$ cat src/rtl/blk_accum_int.sv
// -----------------------------------------------------------------------------
// blk_accum_int
//
// Signed-integer block accumulator that sits directly after the integer
// adder-tree reduction. Each accepted beat carries one signed reduction sum.
// The block adds num_blocks consecutive beats at full precision and presents
// the group total on a registered valid/ready output. The next group keeps
// accumulating while the previous total waits to be consumed. The input is
// back-pressured only when the final beat of a group arrives and the previous
// total is still held.
//
// Parameters
//   sum_width  : width of the incoming signed sum
//   num_blocks : beats per group (>= 2)
//   acc_width  : accumulator / output width (full precision, cannot overflow)
//   cnt_width  : beat counter width
//
// Ports
//   i_clk    in   1            clock, rising edge
//   i_rst_n  in   1            synchronous active-low reset
//   i_valid  in   1            i_sum valid
//   o_ready  out  1            block accepts i_sum this cycle
//   i_sum    in   sum_width    signed reduction sum
//   o_valid  out  1            o_acc holds a completed group
//   i_ready  in   1            consumer accepts o_acc
//   o_acc    out  acc_width    signed group total
//   o_cnt    out  cnt_width    beats accepted in the current partial group
//   i_clear  in   1            (only with BLK_ACCUM_INT_CLEAR_EN) discard the
//                              current partial group at the next edge
//
// Optional feature macro: BLK_ACCUM_INT_CLEAR_EN
//   When defined, the i_clear port is present. When undefined, groups only
//   complete by count.
// -----------------------------------------------------------------------------
module blk_accum_int #(
    parameter int sum_width  = 21,
    parameter int num_blocks = 8,
    parameter int acc_width  = sum_width + $clog2(num_blocks),
    parameter int cnt_width  = $clog2(num_blocks)
) (
    input  logic                        i_clk,
    input  logic                        i_rst_n,
    input  logic                        i_valid,
    output logic                        o_ready,
    input  logic signed [sum_width-1:0] i_sum,
    output logic                        o_valid,
    input  logic                        i_ready,
    output logic signed [acc_width-1:0] o_acc,
`ifdef BLK_ACCUM_INT_CLEAR_EN
    input  logic                        i_clear,
`endif
    output logic [cnt_width-1:0]        o_cnt
);

    typedef enum logic [0:0] {
        ST_ACCUM = 1'b0,  // idle or partially filled group
        ST_FULL  = 1'b1   // result held and next group waiting on its last beat
    } state_t;

    localparam logic [cnt_width-1:0] CNT_LAST = cnt_width'(num_blocks - 1);

    // Sign extension of the incoming sum into the accumulator domain.
    function automatic logic signed [acc_width-1:0] sign_ext(
        input logic signed [sum_width-1:0] v
    );
        return {{(acc_width - sum_width){v[sum_width-1]}}, v};
    endfunction

    state_t                      state_q, state_d;
    logic [cnt_width-1:0]        cnt_q, cnt_d;
    logic signed [acc_width-1:0] acc_q, acc_d;
    logic signed [acc_width-1:0] o_acc_q, o_acc_d;
    logic                        o_valid_q, o_valid_d;

    logic                        clear;
    logic                        at_last;
    logic                        accept;
    logic                        consume;
    logic signed [acc_width-1:0] sum_ext;
    logic signed [acc_width-1:0] acc_base;
    logic signed [acc_width-1:0] acc_sum;

`ifdef BLK_ACCUM_INT_CLEAR_EN
    assign clear = i_clear;
`else
    assign clear = 1'b0;
`endif

    // o_ready depends only on registered state and i_ready, never on i_valid
    // or i_sum. Only the final beat of a group can stall, and only while the
    // previous total is still waiting to leave.
    assign at_last = (cnt_q == CNT_LAST);
    assign o_ready = !(at_last && o_valid_q && !i_ready);
    assign accept  = i_valid && o_ready;
    assign consume = o_valid_q && i_ready;

    // A fresh group starts from zero instead of resetting acc on completion,
    // which keeps the completion path to a single load of the output register.
    assign sum_ext  = sign_ext(i_sum);
    assign acc_base = (cnt_q == '0) ? '0 : acc_q;
    assign acc_sum  = acc_base + sum_ext;

    always_comb begin
        state_d   = state_q;
        cnt_d     = cnt_q;
        acc_d     = acc_q;
        o_acc_d   = o_acc_q;
        o_valid_d = o_valid_q;

        if (consume) begin
            o_valid_d = 1'b0;
        end

        if (clear) begin
            // Partial group discarded; a held result is left for the consumer.
            cnt_d = '0;
            acc_d = '0;
        end else if (accept) begin
            if (at_last) begin
                // A same-cycle consume is overridden here, giving no bubble.
                o_acc_d   = acc_sum;
                o_valid_d = 1'b1;
                cnt_d     = '0;
            end else begin
                acc_d = acc_sum;
                cnt_d = cnt_q + cnt_width'(1);
            end
        end

        case (state_q)
            ST_ACCUM: begin
                if (at_last && o_valid_q && !i_ready && i_valid && !clear) begin
                    state_d = ST_FULL;
                end
            end
            ST_FULL: begin
                if (consume || clear) begin
                    state_d = ST_ACCUM;
                end
            end
            default: state_d = ST_ACCUM;
        endcase
    end

    always_ff @(posedge i_clk) begin
        if (!i_rst_n) begin
            state_q   <= ST_ACCUM;
            cnt_q     <= '0;
            acc_q     <= '0;
            o_acc_q   <= '0;
            o_valid_q <= 1'b0;
        end else begin
            state_q   <= state_d;
            cnt_q     <= cnt_d;
            acc_q     <= acc_d;
            o_acc_q   <= o_acc_d;
            o_valid_q <= o_valid_d;
        end
    end

    assign o_valid = o_valid_q;
    assign o_acc   = o_acc_q;
    assign o_cnt   = cnt_q;

    // A held result must stay put until the consumer takes it.
    a_hold_stable : assert property (
        @(posedge i_clk) disable iff (!i_rst_n)
        (o_valid_q && !i_ready) |=> (o_valid_q && $stable(o_acc_q))
    );

    // Back-pressure only ever appears on the final beat of a group.
    a_ready_only_last : assert property (
        @(posedge i_clk) disable iff (!i_rst_n)
        !o_ready |-> at_last
    );

endmodule

$ cat config.mk
export PLATFORM = sky130hd
export DESIGN_NAME = blk_accum_int
export DESIGN_NICKNAME = d
export VERILOG_FILES = /design/src/rtl/blk_accum_int.sv
export SDC_FILE = /design/constraint.sdc
export NUM_CORES = 1
export LEC_CHECK = 0
export CAP_MARGIN = 10
export CORE_MARGIN = 2
export CORE_UTILIZATION = 55
export CTS_CLUSTER_DIAMETER = 60
export DETAILED_ROUTE_END_ITERATION = 10
export GPL_TIMING_DRIVEN = 0
export PLACE_DENSITY = 0.83
export SETUP_SLACK_MARGIN = 0.2
export SKIP_CTS_REPAIR_TIMING = 1
export SLEW_MARGIN = 30
export SYNTH_ARGS = -nofsm -noshare
export SYNTH_HDL_FRONTEND = slang
export SYNTH_SLANG_ARGS = --single-unit
$ cat constraint.sdc
create_clock -name i_clk -period 3.5 [get_ports i_clk]
set_input_delay 0.525 -clock i_clk [delete_from_list [all_inputs] [get_ports i_clk]]
set_output_delay 0.525 -clock i_clk [all_outputs]
set_load 0.01 [all_outputs]
==> out/qor.txt, run 1 <==
Total Power -> 0.00132 W
Peak supply drop -> 0.192 mV
Antenna Nets Post-Route -> 0
Nets -> 576
Die X -> 84.0 µm
Hold_sp -> acc_q[0]
CTS buffer count -> 5
Leak Pwr -> 1.69 nW
Largest area contributor in the netlist -> dfxtp_1
Via count -> 3,706
WP data arrival -> 3.42 ns
Synth unique cells -> 57
Finish-stage setup viols -> 0
Global Route Usage Sum -> 29.7%
Via count of the first global-routing pass -> 3,520
Worst r2r src -> o_cnt[0]
Starting Density -> 56.1%
Synth top area cells -> dfxtp_1, nand2_1, ha_1
Mux contribution to synthesized area -> 0.853%
Final period util -> 90.3%
Setup TNS -> 0 ns
Tmin final -> 3.16 ns
Mapped cell area -> 0.00352 mm²
# DRC -> 0
Reg-to-Reg End -> o_acc[22]
Final Routed Wirelength -> 10.6 mm
H-Tree Depth -> 2
Final cell count without fillers -> 602
Slew Limit Fails -> 0
Part of the Yosys area used for sequential elements -> 29.6%
WP data required -> 3.76 ns
Sink Count -> 52
Avg WL per Cell -> 17.7 µm
Avg Vias per Cell -> 6.16
HP Class -> flip-flop to flip-flop
I/O pins -> 54
WHS Path Cells -> 2
Number of placement rows -> 29
Synth Instances -> 463
Startpoint types -> flip-flop
EDFF count, synth -> 0
Clk slew on worst S/H paths -> 0.11 ns
Largest net degree at the start of global routing -> 17
Worst Setup End Kind -> flip-flop
Synth async-reset ratio -> 0%
Full die area -> 0.00706 mm²
Worst reg2reg path depth -> 12
Hold Path Sink -> acc_q[0]
Initial antenna violation count -> 0
Ys Warns -> 0
Max cap viols -> 0
Slew @ Worst Pin -> 0.671 ns
RSZ-0062 raised after global routing -> true
Simple logic cell fraction of the synthesized area -> 27.4%
Core area -> 0.00628 mm²
Hold Vio Cnt, Final -> 0
Adder-Cell Fraction of Synth Area -> 9.81%
WS Path Type -> flip-flop to flip-flop
First-pass GRT wire length -> 17.0 mm
XOR/XNOR Fraction of Synth Area -> 2.49%
P&R area growth vs syn -> 22.3%
Max clock buf depth -> 2
Most common cell in the netlist -> nand2_1
First-pass iteration count of the detailed router -> 5
Synthesized area per cell -> 7.60 µm²
Routability cong. -> 0.950
Post-synth top area share -> 29.6%
Reg-to-reg setup timing slack -> 0.34 ns
Largest family of logic cells by synthesized area -> simple AND/OR/NAND/NOR gates
Worst-path maximum fanout -> 10
Antenna Cells -> 0
Die height -> 84.0 µm
Commonest cells in the netlist -> nand2_1, dfxtp_1, a21oi_1
Run status -> completed
Number of synthesized register bits -> 52
Fmax -> 316 MHz
Synth Area in Compound Gates -> 24.3%
Placed insts -> 592
GRT Residual Overflow -> 0
PwrDens -> 307 mW/mm²
Layout cell share with drive strength beyond 1 -> 5.71%
Port buffer count -> 52
Clock skew -> 0.0116 ns
Top FF cell, synth -> dfxtp_1
Post-synthesis net count -> 515
CTS tree -> built
Root Buffer -> clkbuf_8
Initial DRC count -> 218
Clk_lat worst skew -> 0.31 ns
Relative slew slack -> 55.3%
Post-DP HPWL -> 7.93 mm
==> worst max path at each step <==
stage	depth (start not counted)	end	startpoint
floorplan	12	acc_q[22]	o_cnt[0]
global placement	12	o_acc[22]	o_cnt[0]
detailed placement	12	acc_q[22]	o_cnt[0]
CTS	12	acc_q[22]	o_cnt[0]
global route	13	o_acc[21]	o_cnt[0]
finish	12	o_acc[22]	o_cnt[0]
==> cells in the final DEF (no fill, tap or decap), types with 17 or more instances in the layout <==
master	Yosys	layout
ha_1	26	26
nor2_1	17	17
and2_1	26	26
clkdlybuf4s50_1	0	52
clkbuf_1	21	19
nand3_1	19	19
a21oi_1	50	49
nand2_1	89	89
dfxtp_1	52	52
==> cell type report <==
class / instances / area, µm²
multi-input cells: 367 / 2330
well taps: 77 / 96.3
plain buffers: 30 / 151
inverters: 14 / 52.6
flip-flops and latches: 52 / 1040
fillers: 543 / 1970
clock inverters: 2 / 13.8
clock buffers: 6 / 82.6
repair buffers: 54 / 536
==> worst max-delay path: stages, from the launching register on <==
cell	delay, ns
dfxtp_1	0.42
inv_1	0.06
ha_1	0.20
nand2b_2	0.15
clkbuf_4	0.22
and2_1	0.14
ha_1	0.30
and3_1	0.23
a221oi_4	0.37
o211ai_4	0.19
nor3b_1	0.22
or4_1	0.49
nand3_1	0.10
==> state kept, by name (all words and copies together), names as in the netlist <==
signal,cells
acc_q,24
o_cnt,3
o_valid,1
o_acc,24
==> layer usage <==
layer / track usage (%) / vias to the layer above / wire [µm] / part of all wire, %
met2: 51.1 / 155 / 5070 / 48
li1: - / 1793 / - / -
met3: 4.15 / 19 / 617 / 5.8
met5: 0 / - / 0 / 0
met4: 7.92 / 0 / 221 / 2.1
met1: 39.1 / 1739 / 4720 / 44
==> per-stage QoR <==
stage	area (µm²)	setup slack (ns)	hold WS, ns	util (%)
2_1_floorplan	3520	0.560	0.426	-
3_3_place_gp	4140	0.00886	0.435	65.9
3_5_place_dp	4140	-0.0359	0.443	65.9
4_1_cts	4230	-0.0622	0.456	67.5
5_1_grt	4310	0.185	0.472	68.6
6_report	4310	0.338	0.458	68.6
==> power by group <==
group	internal (W)	switching, W
Clock	0.000162	0.000211
Sequential	0.000616	0.0000118
Combinational	0.000126	0.000196
Total	0.000905	0.000419
==> cells by family (layout without fill, tap and decap cells) <==
group,after synthesis,count (layout)
mux,3,3
simple gates,199,199
buf+inv,44,106
xor+xnor,10,10
compound gates,128,128
fa+ha+maj,27,27
flops,52,52
Note: power is estimated with default switching activity, not from simulation.
==> run 2, diff against run 1 <==
--- a/config.mk
+++ b/config.mk
@@ -12,7 +12,7 @@
 export DETAILED_ROUTE_END_ITERATION = 10
 export GPL_TIMING_DRIVEN = 0
 export PLACE_DENSITY = 0.83
-export SETUP_SLACK_MARGIN = 0.2
+export SETUP_SLACK_MARGIN = 0.02
 export SKIP_CTS_REPAIR_TIMING = 1
 export SLEW_MARGIN = 30
 export SYNTH_ARGS = -nofsm -noshare
==> run 2 against run 1 <==
  * Wire length decreased by 0.82%
  * Critical path depth did not move
  * Count of clock-buffer cells in the layout unchanged
  * Global-route usage stayed put
  * Via count grew 0.67%
  * Worst hold slack is essentially flat
  * Utilization decreased by 0.74 points
  * Die area stayed put
  * Largest cell class unchanged
==> out/qor.txt, run 2 (same netlist as run 1, synthesis figures left out) <==
Run status -> completed
GRT Residual Overflow -> 0
Starting Density -> 56.1%
CTS tree -> built
Relative slew slack -> 54.9%
Number of placement rows -> 29
Worst Setup End Kind -> flip-flop
Initial DRC count -> 247
Startpoint types -> flip-flop
Routability cong. -> 0.950
P&R area growth vs syn -> 21.0%
Finish-stage setup viols -> 0
WS Path Type -> flip-flop to flip-flop
Root Buffer -> clkbuf_8
RSZ-0062 raised after global routing -> false
Antenna Nets Post-Route -> 0
Worst hold slack -> 0.458 ns
Largest net degree at the start of global routing -> 17
Full die area -> 0.00706 mm²
Peak supply drop -> 0.187 mV
Worst r2r src -> o_cnt[0]
Hold_sp -> acc_q[15]
Post-DP Area -> 0.00414 mm²
Avg Vias per Cell -> 6.22
PwrDens -> 309 mW/mm²
Clk slew on worst S/H paths -> 0.11 ns
First-pass iteration count of the detailed router -> 5
# DRC -> 0
Clk_lat worst skew -> 0.31 ns
Reg-to-reg setup timing slack -> 0.23 ns
WP data required -> 3.76 ns
Slew @ Worst Pin -> 0.677 ns
Post-route cell area -> 0.00426 mm²
Antenna Cells -> 0
Avg WL per Cell -> 17.6 µm
Most common cell after layout, fill and taps aside -> nand2_1
Worst-path maximum fanout -> 10
Initial antenna violation count -> 0
Die X -> 84.0 µm
Die height -> 84.0 µm
Commonest non-fill, non-tap cells in the layout -> nand2_1, dfxtp_1, clkdlybuf4s50_1
Max cap viols -> 0
Hold Path Sink -> acc_q[15]
Post-DP HPWL -> 7.93 mm
Clock skew -> 0.0121 ns
WHS Path Cells -> 2
Sink Count -> 52
Global Route Usage Sum -> 29.7%
H-Tree Depth -> 2
Port buffer count -> 52
WP data arrival -> 3.53 ns
Hold Vio Cnt, Final -> 0
Max clock buf depth -> 2
CTS buffer count -> 5
First-pass GRT wire length -> 17.0 mm
Leak Pwr -> 1.68 nW
Fmax -> 306 MHz
Layout cell share with drive strength beyond 1 -> 4.59%
Nets -> 574
Slew Limit Fails -> 0
Core area -> 0.00628 mm²
Worst reg2reg path depth -> 12
Reg-to-Reg End -> acc_q[22]
Tmin final -> 3.27 ns
Via count -> 3,731
Via count of the first global-routing pass -> 3,520
I/O pins -> 54
HP Class -> flip-flop to flip-flop
Final period util -> 93.4%
Final Routed Wirelength -> 10.5 mm
-- run 2: cell types whose count changed in the layout (fill, tap and decap cells not counted), sizes merged --
cell	delta
buf	-2
-- run 2: report_power, final --
| group | internal (W) | total [W] | switching [W] |
|---|---|---|---|
| clock network | 0.000162 | 0.000374 | 0.000211 |
| registers | 0.000616 | 0.000628 | 0.0000118 |
| logic | 0.000124 | 0.000316 | 0.000192 |
| total | 0.000902 | 0.00132 | 0.000415 |
-- run 2: area by class of cell --
cell class / count / area, µm²
timing repair buffer: 52 / 520
sequential: 52 / 1040
inverter: 14 / 52.6
multi-input combinational: 367 / 2300
clock inverter: 2 / 13.8
buffer: 30 / 149
clock buffer: 6 / 82.6
fill: 544 / 2020
tap: 77 / 96.3
-- run 2: how the worst max path moves through the flow --
stage	start	endpoint	slack (ns)	cells past startpoint
floorplan	o_cnt[0]	acc_q[22]	0.56	12
global placement	o_cnt[0]	o_acc[22]	0.009	12
detailed placement	o_cnt[0]	acc_q[22]	-0.04	12
CTS	o_cnt[0]	acc_q[22]	-0.06	12
global route	o_cnt[0]	acc_q[20]	0.05	11
finish	o_cnt[0]	acc_q[22]	0.23	12
-- run 2: routing by layer --
| metal | share of wire [%] | GRT usage [%] | routed length (µm) |
|---|---|---|---|
| met5 | 0 | 0 | 0 |
| met4 | 2.1 | 7.92 | 223 |
| met3 | 6.0 | 4.15 | 636 |
| met2 | 48 | 51.1 | 5070 |
| met1 | 44 | 39.1 | 4610 |
-- run 2: stage by stage --
step / power [W] / utilization [%] / TNS (ns) / instances / setup slack (ns)
final: 0.00132 / 67.8 / 0 / 600 / 0.231
after global routing: 0.00138 / 67.8 / 0 / 600 / 0.0468
after CTS: 0.00131 / 67.5 / -0.145 / 600 / -0.0622
after detailed placement: 0.000945 / 65.9 / -0.0627 / 592 / -0.0359
after global placement: 0.000939 / 65.9 / 0 / 592 / 0.00886
after floorplan: 0.000846 / - / 0 / 463 / 0.560
-- run 2: critical path, cell delays in order (launching register included) --
cell and delay, ns:
dfxtp_1 0.43, inv_1 0.06, ha_1 0.20, nand2b_2 0.14
buf_2 0.23, and2_1 0.15, ha_1 0.28, a21o_1 0.24
a221oi_4 0.40, o211ai_2 0.25, nor3b_1 0.25, or4_1 0.49
nand3_1 0.09
==> run 3, diff against run 2 <==
--- a/config.mk
+++ b/config.mk
@@ -7,11 +7,11 @@
 export LEC_CHECK = 0
 export CAP_MARGIN = 10
 export CORE_MARGIN = 2
-export CORE_UTILIZATION = 55
+export CORE_UTILIZATION = 26
 export CTS_CLUSTER_DIAMETER = 60
 export DETAILED_ROUTE_END_ITERATION = 10
 export GPL_TIMING_DRIVEN = 0
-export PLACE_DENSITY = 0.83
+export PLACE_DENSITY = 0.46
 export SETUP_SLACK_MARGIN = 0.02
 export SKIP_CTS_REPAIR_TIMING = 1
 export SLEW_MARGIN = 30
==> run 3 against run 2 <==
  * Final cell count increased by 17%
  * Die area increased by 110%
  * Count of clock-buffer cells in the layout unchanged
  * Combinational power about the same
  * Clock power increased by 57%
  * First-iteration DRC count decreased by 29%
  * Via count decreased by 3.6%
  * Largest cell class unchanged
  * Largest power group unchanged
  * Highest routed layer unchanged
==> out/qor.txt, run 3 (same netlist as run 1, synthesis figures left out) <==
Commonest non-fill, non-tap cells in the layout -> nand2_1, dfxtp_1, clkdlybuf4s50_1
Full die area -> 0.0145 mm²
Clk slew on worst S/H paths -> 0.07 ns
Layout cell share with drive strength beyond 1 -> 4.40%
GRT Residual Overflow -> 0
CP max stage delay -> 0.41 ns
Die X -> 120 µm
Post-DP HPWL -> 8.66 mm
HP Class -> flip-flop to flip-flop
Placed insts -> 691
Startpoint types -> flip-flop
WP data required -> 3.76 ns
Relative slew slack -> 53.2%
Port buffer count -> 52
Number of placement rows -> 42
P&R area growth vs syn -> 26.8%
CTS buffer count -> 5
Clock skew -> 0.00444 ns
Avg WL per Cell -> 16.3 µm
Worst-path maximum fanout -> 10
Global Route Usage Sum -> 16.4%
Routability cong. -> 0.868
Nets -> 574
Via count of the first global-routing pass -> 3,523
Multi-input gate area -> 0.00231 mm²
Final Routed Wirelength -> 11.4 mm
I/O pins -> 54
Reg-to-Reg End -> acc_q[23]
Post-route cell area -> 0.00446 mm²
Total Power -> 0.00153 W
Hold Path Sink -> acc_q[7]
Via count -> 3,595
Seq pwr share -> 40.9%
First-pass GRT wire length -> 18.6 mm
Fill count -> 1,444
Largest net degree at the start of global routing -> 17
PwrDens -> 343 mW/mm²
Tmin final -> 3.18 ns
# DRC -> 0
Switching share of power -> 29.5%
Hold Vio Cnt, Final -> 0
Clk_lat worst skew -> 0.31 ns
CTS tree -> built
Hold_sp -> acc_q[7]
Slew Limit Fails -> 0
Core area -> 0.0132 mm²
Max cap viols -> 0
Most common cell after layout, fill and taps aside -> nand2_1
Initial antenna violation count -> 0
Worst reg2reg path depth -> 12
Final Util -> 33.7%
WP data arrival -> 3.44 ns
Comb power frac -> 20.7%
Avg Vias per Cell -> 5.14
Leak Pwr -> 1.71 nW
Reg-to-reg setup timing slack -> 0.32 ns
Peak supply drop -> 0.162 mV
WHS Path Cells -> 2
Antenna Nets Post-Route -> 0
Antenna Cells -> 0
Clock power share -> 38.4%
Max clock buf depth -> 2
Final cell count without fillers -> 699
RSZ-0062 raised after global routing -> false
Slew @ Worst Pin -> 0.702 ns
Worst r2r src -> o_cnt[0]
Run status -> completed
Starting Density -> 26.6%
H-Tree Depth -> 2
WS Path Type -> flip-flop to flip-flop
First-pass iteration count of the detailed router -> 7
Internal Power -> 0.00108 W
Die height -> 120 µm
Sink Count -> 52
Final period util -> 90.9%
Slowest cell on the critical path -> dfxtp_1
Finish-stage setup viols -> 0
Root Buffer -> clkbuf_16
Post-DP Area -> 0.00426 mm²
Sequential cell area -> 0.00104 mm²
Initial DRC count -> 175
Fmax -> 314 MHz
Psw -> 0.000452 W
Worst Setup End Kind -> flip-flop
Critical path cell sequence -> inv_1, ha_1, nand2b_2, buf_2, and2_1, ha_1, a21oi_1, o211ai_1, a21oi_1, o31a_1, mux2i_1, o211a_1
## run 3: critical path, delay by kind of cell, from the launching register on
kind	cells	cell delay [ns]
fa+ha+maj	2	0.49
flops	1	0.41
buf+inv	2	0.30
compound gates	5	1.31
mux	1	0.31
simple gates	2	0.30
## run 3: how the worst max path moves through the flow
stage          depth (start not counted)   endpoint  slack (ns)      from
6_report                              12  acc_q[23]        0.32  o_cnt[0]
5_1_grt                               12  o_acc[22]        0.04  o_cnt[0]
4_1_cts                               12  o_acc[22]       -0.09  o_cnt[0]
3_5_place_dp                          13  acc_q[21]       -0.06  o_cnt[0]
3_3_place_gp                          12  o_acc[22]       -0.06  o_cnt[0]
2_1_floorplan                         12  acc_q[22]        0.56  o_cnt[0]
## run 3: area by class of cell
type | count | area share (%)
buffer | 30 | 3.34
clock buffer | 6 | 2.89
clock inverter | 2 | 0.869
inverter | 14 | 1.18
multi-input combinational | 367 | 51.8
sequential | 52 | 23.3
tap | 176 | 4.93
timing repair buffer | 52 | 11.7
## run 3: metrics by stage
step                      setup TNS, ns  worst slack [ns]  hold WS (ns)
after floorplan                       0             0.560         0.426
after global placement           -0.208           -0.0638         0.438
after detailed placement         -0.162           -0.0553         0.444
after CTS                        -0.338           -0.0890         0.454
after global routing                  0            0.0411         0.467
final                                 0             0.318         0.451
## run 3: power groups by stage
| stage | sequential, W | clock (W) | combinational, W |
|---|---|---|---|
| 4_1_cts | 0.000627 | 0.000608 | 0.000311 |
| 2_1_floorplan | 0.000639 | 0 | 0.000207 |
| 6_report | 0.000627 | 0.000589 | 0.000317 |
| 3_5_place_dp | 0.000641 | 0 | 0.000309 |
| 3_3_place_gp | 0.000640 | 0 | 0.000309 |
| 5_1_grt | 0.000630 | 0.000630 | 0.000356 |
## run 3: layer usage
metal  wire (µm)  global-route usage [%]  vias up
met4         227                    5.52        0
li1            -                       -     1799
met1        5440                    22.0     1700
met5           0                       0        -
met2        5210                    26.4       80
met3         505                    2.88       16
